## src/rtl/pcpi_bridge_pkg.sv

```systemverilog
// Shared types and helpers for the serial-to-PCPI bridge: FSM states, word slot order
// and segment-count arithmetic.
package pcpi_bridge_pkg;

   typedef enum logic [2:0] {
      ST_LOAD,
      ST_ACK,
      ST_WAIT_LOW,
      ST_ISSUE,
      ST_DRAIN
   } state_e;

   localparam int SLOT_INSN = 0;
   localparam int SLOT_RS1  = 1;
   localparam int SLOT_RS2  = 2;
   localparam int N_SLOTS   = 3;

   function automatic int seg_count(input int xlen, input int seg_w);
      return xlen / seg_w;
   endfunction

endpackage

```

## src/rtl/pcpi_seg_deser.sv

```systemverilog
// Segment writer: places one SEG_W segment into the insn/rs1/rs2 word registers,
// slot-indexed with insn first and the least-significant segment first within each word.
import pcpi_bridge_pkg::*;

module pcpi_seg_deser #(
   parameter int SEG_W = 4,
   parameter int XLEN  = 32,
   parameter int IDX_W = 5
) (
   input  logic             clk,
   input  logic             rst_n,
   input  logic             i_wr,
   input  logic [IDX_W-1:0] i_idx,
   input  logic [SEG_W-1:0] i_seg,
   output logic [XLEN-1:0]  o_insn,
   output logic [XLEN-1:0]  o_rs1,
   output logic [XLEN-1:0]  o_rs2
);

   localparam int NSEG = N_SLOTS * seg_count(XLEN, SEG_W);

   // Flat image of all three words; slot k occupies bits [k*SEG_W +: SEG_W].
   logic [N_SLOTS*XLEN-1:0] r_words;

   always_ff @(posedge clk) begin
      if (!rst_n) begin
         r_words <= '0;
      end else if (i_wr) begin
         for (int s = 0; s < NSEG; s++) begin
            if (i_idx == IDX_W'(s)) r_words[s*SEG_W +: SEG_W] <= i_seg;
         end
      end
   end

   assign o_insn = r_words[SLOT_INSN*XLEN +: XLEN];
   assign o_rs1  = r_words[SLOT_RS1*XLEN  +: XLEN];
   assign o_rs2  = r_words[SLOT_RS2*XLEN  +: XLEN];

endmodule

```

## src/rtl/pcpi_serial_bridge.sv

```systemverilog
// Serial segment host to PCPI coprocessor bridge. Optional issue timeout is built when
// PCPI_BRIDGE_TIMEOUT_EN is defined.
//
//   state    | meaning
//   LOAD     | idle, waiting for a host segment strobe
//   ACK      | segment written, seg_ack pulsed
//   WAIT_LOW | waiting for the host to drop seg_stb
//   ISSUE    | pcpi_valid high, waiting for pcpi_ready
//   DRAIN    | streaming the captured result out LSB segment first
import pcpi_bridge_pkg::*;

module pcpi_serial_bridge #(
   parameter int SEG_W       = 4,
   parameter int XLEN        = 32,
   parameter int TIMEOUT_CYC = 64
) (
   input  logic             clk,
   input  logic             rst_n,
   input  logic [SEG_W-1:0] seg_in,
   input  logic             seg_stb,
   output logic             seg_ack,
   output logic             pcpi_valid,
   output logic [XLEN-1:0]  pcpi_insn,
   output logic [XLEN-1:0]  pcpi_rs1,
   output logic [XLEN-1:0]  pcpi_rs2,
   input  logic             pcpi_ready,
   input  logic             pcpi_wr,
   input  logic             pcpi_wait,
   input  logic [XLEN-1:0]  pcpi_rd,
   output logic [SEG_W-1:0] rd_out,
   output logic             rd_vld,
   input  logic             rd_take,
   output logic             busy,
   output logic             err
);

   localparam int NWSEG = seg_count(XLEN, SEG_W);
   localparam int NSEG  = N_SLOTS * NWSEG;
   localparam int IDX_W = $clog2(NSEG);
   localparam int RC_W  = $clog2(NWSEG + 1);

   generate
      if (XLEN % SEG_W != 0) begin : g_bad_width
         $error("pcpi_serial_bridge: XLEN must be a multiple of SEG_W");
      end
   endgenerate

   state_e            r_state;
   state_e            w_state_nxt;
   logic [IDX_W-1:0]  r_idx;
   logic [XLEN-1:0]   r_rd;
   logic [RC_W-1:0]   r_rcnt;
   logic              w_seg_wr;
   logic              w_last_seg;
   logic              w_last_take;
   logic              w_capture;
   logic              w_take;
   logic              w_to_expire;

   assign w_last_seg  = (r_idx == IDX_W'(NSEG - 1));
   assign w_last_take = (r_rcnt == RC_W'(NWSEG - 1));
   assign w_capture   = (r_state == ST_ISSUE) && pcpi_ready && pcpi_wr;
   assign w_take      = (r_state == ST_DRAIN) && rd_take;

   always_comb begin
      w_state_nxt = r_state;
      w_seg_wr    = 1'b0;
      case (r_state)
         ST_LOAD: begin
            if (seg_stb) begin
               w_seg_wr    = 1'b1;
               w_state_nxt = ST_ACK;
            end
         end
         ST_ACK:      w_state_nxt = w_last_seg ? ST_ISSUE : ST_WAIT_LOW;
         ST_WAIT_LOW: if (!seg_stb) w_state_nxt = ST_LOAD;
         ST_ISSUE: begin
            if (pcpi_ready)       w_state_nxt = pcpi_wr ? ST_DRAIN : ST_LOAD;
            else if (w_to_expire) w_state_nxt = ST_LOAD;
         end
         ST_DRAIN:    if (w_take && w_last_take) w_state_nxt = ST_LOAD;
         default:     w_state_nxt = ST_LOAD;
      endcase
   end

   always_ff @(posedge clk) begin
      if (!rst_n) begin
         r_state <= ST_LOAD;
         r_idx   <= '0;
         r_rd    <= '0;
         r_rcnt  <= '0;
      end else begin
         r_state <= w_state_nxt;
         if (r_state == ST_ACK) r_idx <= w_last_seg ? '0 : r_idx + 1'b1;
         if (w_capture) begin
            r_rd   <= pcpi_rd;
            r_rcnt <= '0;
         end else if (w_take) begin
            r_rd   <= r_rd >> SEG_W;
            r_rcnt <= r_rcnt + 1'b1;
         end
      end
   end

`ifdef PCPI_BRIDGE_TIMEOUT_EN
   localparam int TO_W = $clog2(TIMEOUT_CYC + 1);

   logic [TO_W-1:0] r_to_cnt;
   logic            r_err;

   // Ready in the expiry cycle wins because the state mux tests pcpi_ready first.
   assign w_to_expire = (r_state == ST_ISSUE) && !pcpi_ready && !pcpi_wait &&
                        (r_to_cnt == TO_W'(TIMEOUT_CYC - 1));

   always_ff @(posedge clk) begin
      if (!rst_n) begin
         r_to_cnt <= '0;
         r_err    <= 1'b0;
      end else begin
         if (r_state != ST_ISSUE || pcpi_wait || pcpi_ready) r_to_cnt <= '0;
         else                                                r_to_cnt <= r_to_cnt + 1'b1;
         if (w_to_expire)   r_err <= 1'b1;
         else if (w_seg_wr) r_err <= 1'b0;
      end
   end

   assign err = r_err;
`else
   // Without the timeout, pcpi_wait has no effect and ISSUE waits indefinitely.
   assign w_to_expire = pcpi_wait & 1'b0;
   assign err         = 1'b0;
`endif

   pcpi_seg_deser #(
      .SEG_W (SEG_W),
      .XLEN  (XLEN),
      .IDX_W (IDX_W)
   ) u_deser (
      .clk    (clk),
      .rst_n  (rst_n),
      .i_wr   (w_seg_wr),
      .i_idx  (r_idx),
      .i_seg  (seg_in),
      .o_insn (pcpi_insn),
      .o_rs1  (pcpi_rs1),
      .o_rs2  (pcpi_rs2)
   );

   assign seg_ack    = (r_state == ST_ACK);
   assign pcpi_valid = (r_state == ST_ISSUE);
   assign rd_vld     = (r_state == ST_DRAIN);
   assign rd_out     = (r_state == ST_DRAIN) ? r_rd[SEG_W-1:0] : '0;
   assign busy       = !(r_state == ST_LOAD || r_state == ST_WAIT_LOW);

endmodule

```

## config.mk

```make
export PLATFORM = sky130hd
export DESIGN_NAME = pcpi_serial_bridge
export DESIGN_NICKNAME = d
export VERILOG_FILES = /design/src/rtl/pcpi_bridge_pkg.sv /design/src/rtl/pcpi_seg_deser.sv /design/src/rtl/pcpi_serial_bridge.sv
export SDC_FILE = /design/constraint.sdc
export NUM_CORES = 1
export LEC_CHECK = 0
export CORE_AREA = 4 4 115 117
export CTS_CLUSTER_SIZE = 8
export DETAILED_ROUTE_END_ITERATION = 6
export DIE_AREA = 0 0 119 121
export DONT_BUFFER_PORTS = 1
export GPL_TIMING_DRIVEN = 0
export HOLD_SLACK_MARGIN = 0.15
export MAX_ROUTING_LAYER = met4
export PLACE_DENSITY = 0.68
export RECOVER_POWER = 100
export SYNTH_ARGS = -nofsm -noshare
export SYNTH_HDL_FRONTEND = slang
export SYNTH_SLANG_ARGS = --single-unit
```

## constraint.sdc

```tcl
create_clock -name clk -period 1.45 [get_ports clk]
set_input_delay 0.29 -clock clk [delete_from_list [all_inputs] [get_ports clk]]
set_output_delay 0.29 -clock clk [all_outputs]
set_load 0.01 [all_outputs]
```

==> results by group <==
Yosys
  – Synthesis Warnings: 0
  – Area share of and/or/nand/nor cells after synthesis: approximately a fifth
  – Seq/Total Area, Yosys: 47.0%
  – Synth Cell Area: approximately 6000 sq um
  – Flops & latches, synth: 140
  – Synth Area per Inst: ~9 sq um
  – Synth Area in XOR/XNOR: less than 1%
  – Synth unique cells: 49
  – Syn_nets: between 600 and 700
  – Post-synth EDFFs: 0
  – Ys flop type: dfxtp_1
  – Fraction of registers with async set/reset: 0%
  – Largest family of logic cells by synthesized area: simple AND/OR/NAND/NOR gates
  – Multiplexer share of the synthesized area: between 10% and 20%
  – Cell count after synthesis: approximately 640
  – Post-synthesis adder-cell area fraction: about 1.3%
  – Complex-gate fraction of the synthesized area: around 17%

Timing
  – Slew Limit Fails: 0
  – RSZ-0062 raised after global routing: yes
  – Least-Margin Pin Slew: 0.753 ns
  – Final number of hold-violating endpoints: 0
  – Clock skew: a little under 0.006 ns
  – Minimum clock period: roughly 1.7 ns
  – Period utilisation layout: 120%
  – Final setup fails: about 150
  – Highest achievable clock rate: approximately 580 MHz
  – Relative slew margins: between 40% and 50%
  – Final WS setup: -0.286 ns

Floorplan
  – IO Pins: roughly 150
  – Die W: between 100 and 150 um
  – Initial Utilization: about half
  – Height of the chip: ~120 um
  – Total core area: roughly 12000 sq um
  – Row cnt: 41
  – Die area: 14400 sq um

Final layout
  – Commonest cells after routing, fill and taps aside: dfxtp_1, nand2_1, mux2i_1
  – Layout fillers: between 800 and 900
  – Multi-input gate area: between 3000 and 4000 sq um
  – Final core occ: between 70% and 80%
  – Register area: around 2800 sq um
  – Most common cell after layout, fill and taps aside: dfxtp_1
  – Layout cells sized above 1: a little under two fifths
  – P&R area growth vs syn: 48.0%
  – Nets: roughly 800

Placed design
  – Port-buffer cells: 0
  – Hpwl dp: about 12000 um
  – Placer Congestion: around 0.84

Clock tree
  – Clock slew at reported path FFs: around 0.060 ns
  – H-tree level count: 4
  – Clk sinks: 140
  – Num CTS Buffers: 17
  – Max Root-Sink Buffers: 2
  – CTS tree: yes
  – Root Driver: clkbuf_16
  – Skew-Pair Late Insertion Delay: ~0.42 ns

Pwr
  – Clock share of power: a little under half
  – Leakage: 3.27 nW
  – Register share of total power: between 40% and 50%
  – Comb power frac: roughly 9.0%
  – Sw Share: 24.8%
  – Cell Int Power: approximately 0.0067 W
  – Net switching power: roughly 0.0022 W
  – Pwr Total: slightly below 0.009 W
  – Max VDD drop: slightly below 800 uV
  – PwrDens: around 1000 nW/um^2

Worst setup path
  – Crit path DAT: ~2.0 ns
  – Crit Path Class: reg -> reg
  – WP data required: approximately 1.7 ns
  – CP max FO: 8
  – Crit. End Element: flip-flop
  – Crit start category: flip-flop

Global route
  – Global-route wire length before repair: about 30000 um
  – Initial antenna violation count: 0
  – Vias in the first global route: between 5000 and 6000
  – Grt total ovfl: 0
  – Largest net degree at the start of global routing: 17
  – Total Routing Usage GR: 27.2%

Run status
  – Status: finished, violations left
  – Violations in the final reports: setup timing

Flow run
  – Max_cap viols: 0

Detailed routing
  – DRT antenna net count: 0
  – DR DRC count: 0
  – Drt pass-1 iters: 5
  – Drt wl/cell: 23.0 um
  – Drt first-iter violations: about 530
  – Vias/cell: approximately 6.2
  – Routed wire length: 21600 um
  – Vias: slightly below 6000

Min path
  – Hold Path Class: in -> reg
## power by group through the flow
stage                     Combinational [W]  Sequential, W  Clock [W]
after floorplan                    0.000300        0.00398          0
after global placement             0.000403        0.00398          0
after detailed placement           0.000414        0.00398          0
after CTS                          0.000669        0.00390    0.00425
after global routing               0.000837        0.00390    0.00445
final                              0.000802        0.00390    0.00425
## cells by family (layout without fill, tap and decap cells)
family / after synthesis / count (layout)
buffers and inverters: 71 / 194
muxes: 64 / 64
xor gates and xnor gates: 2 / 2
and+or+nand+nor: 193 / 193
DFF: 140 / 140
other: 1 / 2
adders and majority gates: 6 / 6
AOI/OAI and AO/OA: 166 / 166
## layout make-up
class,count,area share (%)
Sequential cell,140,32.0
Clock inverter,15,1.66
Timing Repair Buffer,92,10.8
Multi-Input combinational cell,432,41.9
Tap cell,172,2.44
Antenna cell,1,0.0284
Clock buffer,17,4.82
Buffer,61,5.89
Inverter,9,0.454
## layer usage
metal  routed length [um]  vias up  share of wire, %  track usage (%)
met1                 8240     2845                38             31.4
met3                 2140       76               9.9             9.51
li1                     -     2565                 -                -
met5                    0        -                 0                -
met4                  688        0               3.2             12.1
met2                10500      328                49             43.0
## Yosys cell counts, types with 2 or more instances
cell | n | area, sq um
a21oi_1 | 69 | 345
a311oi_1 | 4 | 35.0
a32oi_1 | 24 | 210
and3_1 | 6 | 37.5
and4b_1 | 2 | 20.0
and4bb_2 | 3 | 37.5
buf_2 | 12 | 60.1
clkbuf_1 | 48 | 180
dfxtp_1 | 140 | 2800
ha_1 | 6 | 75.1
inv_1 | 8 | 30.0
mux2i_1 | 64 | 641
nand2_1 | 96 | 360
nand3_1 | 40 | 200
nand3b_1 | 2 | 15.0
nand4b_1 | 3 | 26.3
nand4bb_1 | 5 | 56.3
nor2_1 | 2 | 7.51
nor3_1 | 4 | 20.0
nor3_4 | 6 | 97.6
nor4b_2 | 2 | 30.0
nor4bb_1 | 4 | 40.0
o211ai_1 | 28 | 210
o21ai_0 | 31 | 155
o21ai_1 | 6 | 30.0
or3_1 | 4 | 25.0
or4b_1 | 2 | 20.0
## metrics by stage
stage | std cells | TNS (ns) | instance area, sq um | setup WS [ns] | hold slack (ns)
floorplan | 643 | -1.83 | 6040 | -0.105 | 0.451
global placement | 815 | -35.30 | 6260 | -0.555 | 0.460
detailed placement | 815 | -41.14 | 6260 | -0.587 | 0.465
CTS | 926 | -15.23 | 8170 | -0.271 | 0.163
global route | 938 | -30.89 | 8820 | -0.350 | 0.149
finish | 939 | -24.38 | 8820 | -0.286 | 0.155
## worst max-delay path: stages (launching register included)
cell	delay, ns
dfxtp_2	0.38
buf_6	0.16
buf_12	0.13
buf_6	0.09
nand4b_1	0.12
buf_6	0.18
buf_6	0.14
o211ai_1	0.28
a21oi_2	0.10
## flip-flops by register name, summed over array words and instances (netlist names)
signal           cells
r_idx                5
r_state              3
r_rcnt               4
u_deser.r_words     96
r_rd                32
## worst paths after layout
path / cells after the start / end / start / slack, ns
max: 8 / r_rd[16] / r_state[1] / -0.29
min: 2 / r_rd[3] / pcpi_rd[3] / 0.16
max reg2reg: 8 / r_rd[16] / r_state[1] / -0.29
min reg2reg: 2 / r_rcnt[1] / r_rcnt[1] / 0.49
## repair_timing
action / in CTS / in global routing
setup buffers: 38 / 14
pin swaps: 72 / 77
setup endpoints to repair: 144 / 145
resized for setup: 183 / 131
gates cloned: 11 / 2
hold buffers: 30 / 0
endpoints found under the hold margin: 30 / 0
Power figures use the tool's default switching activity.
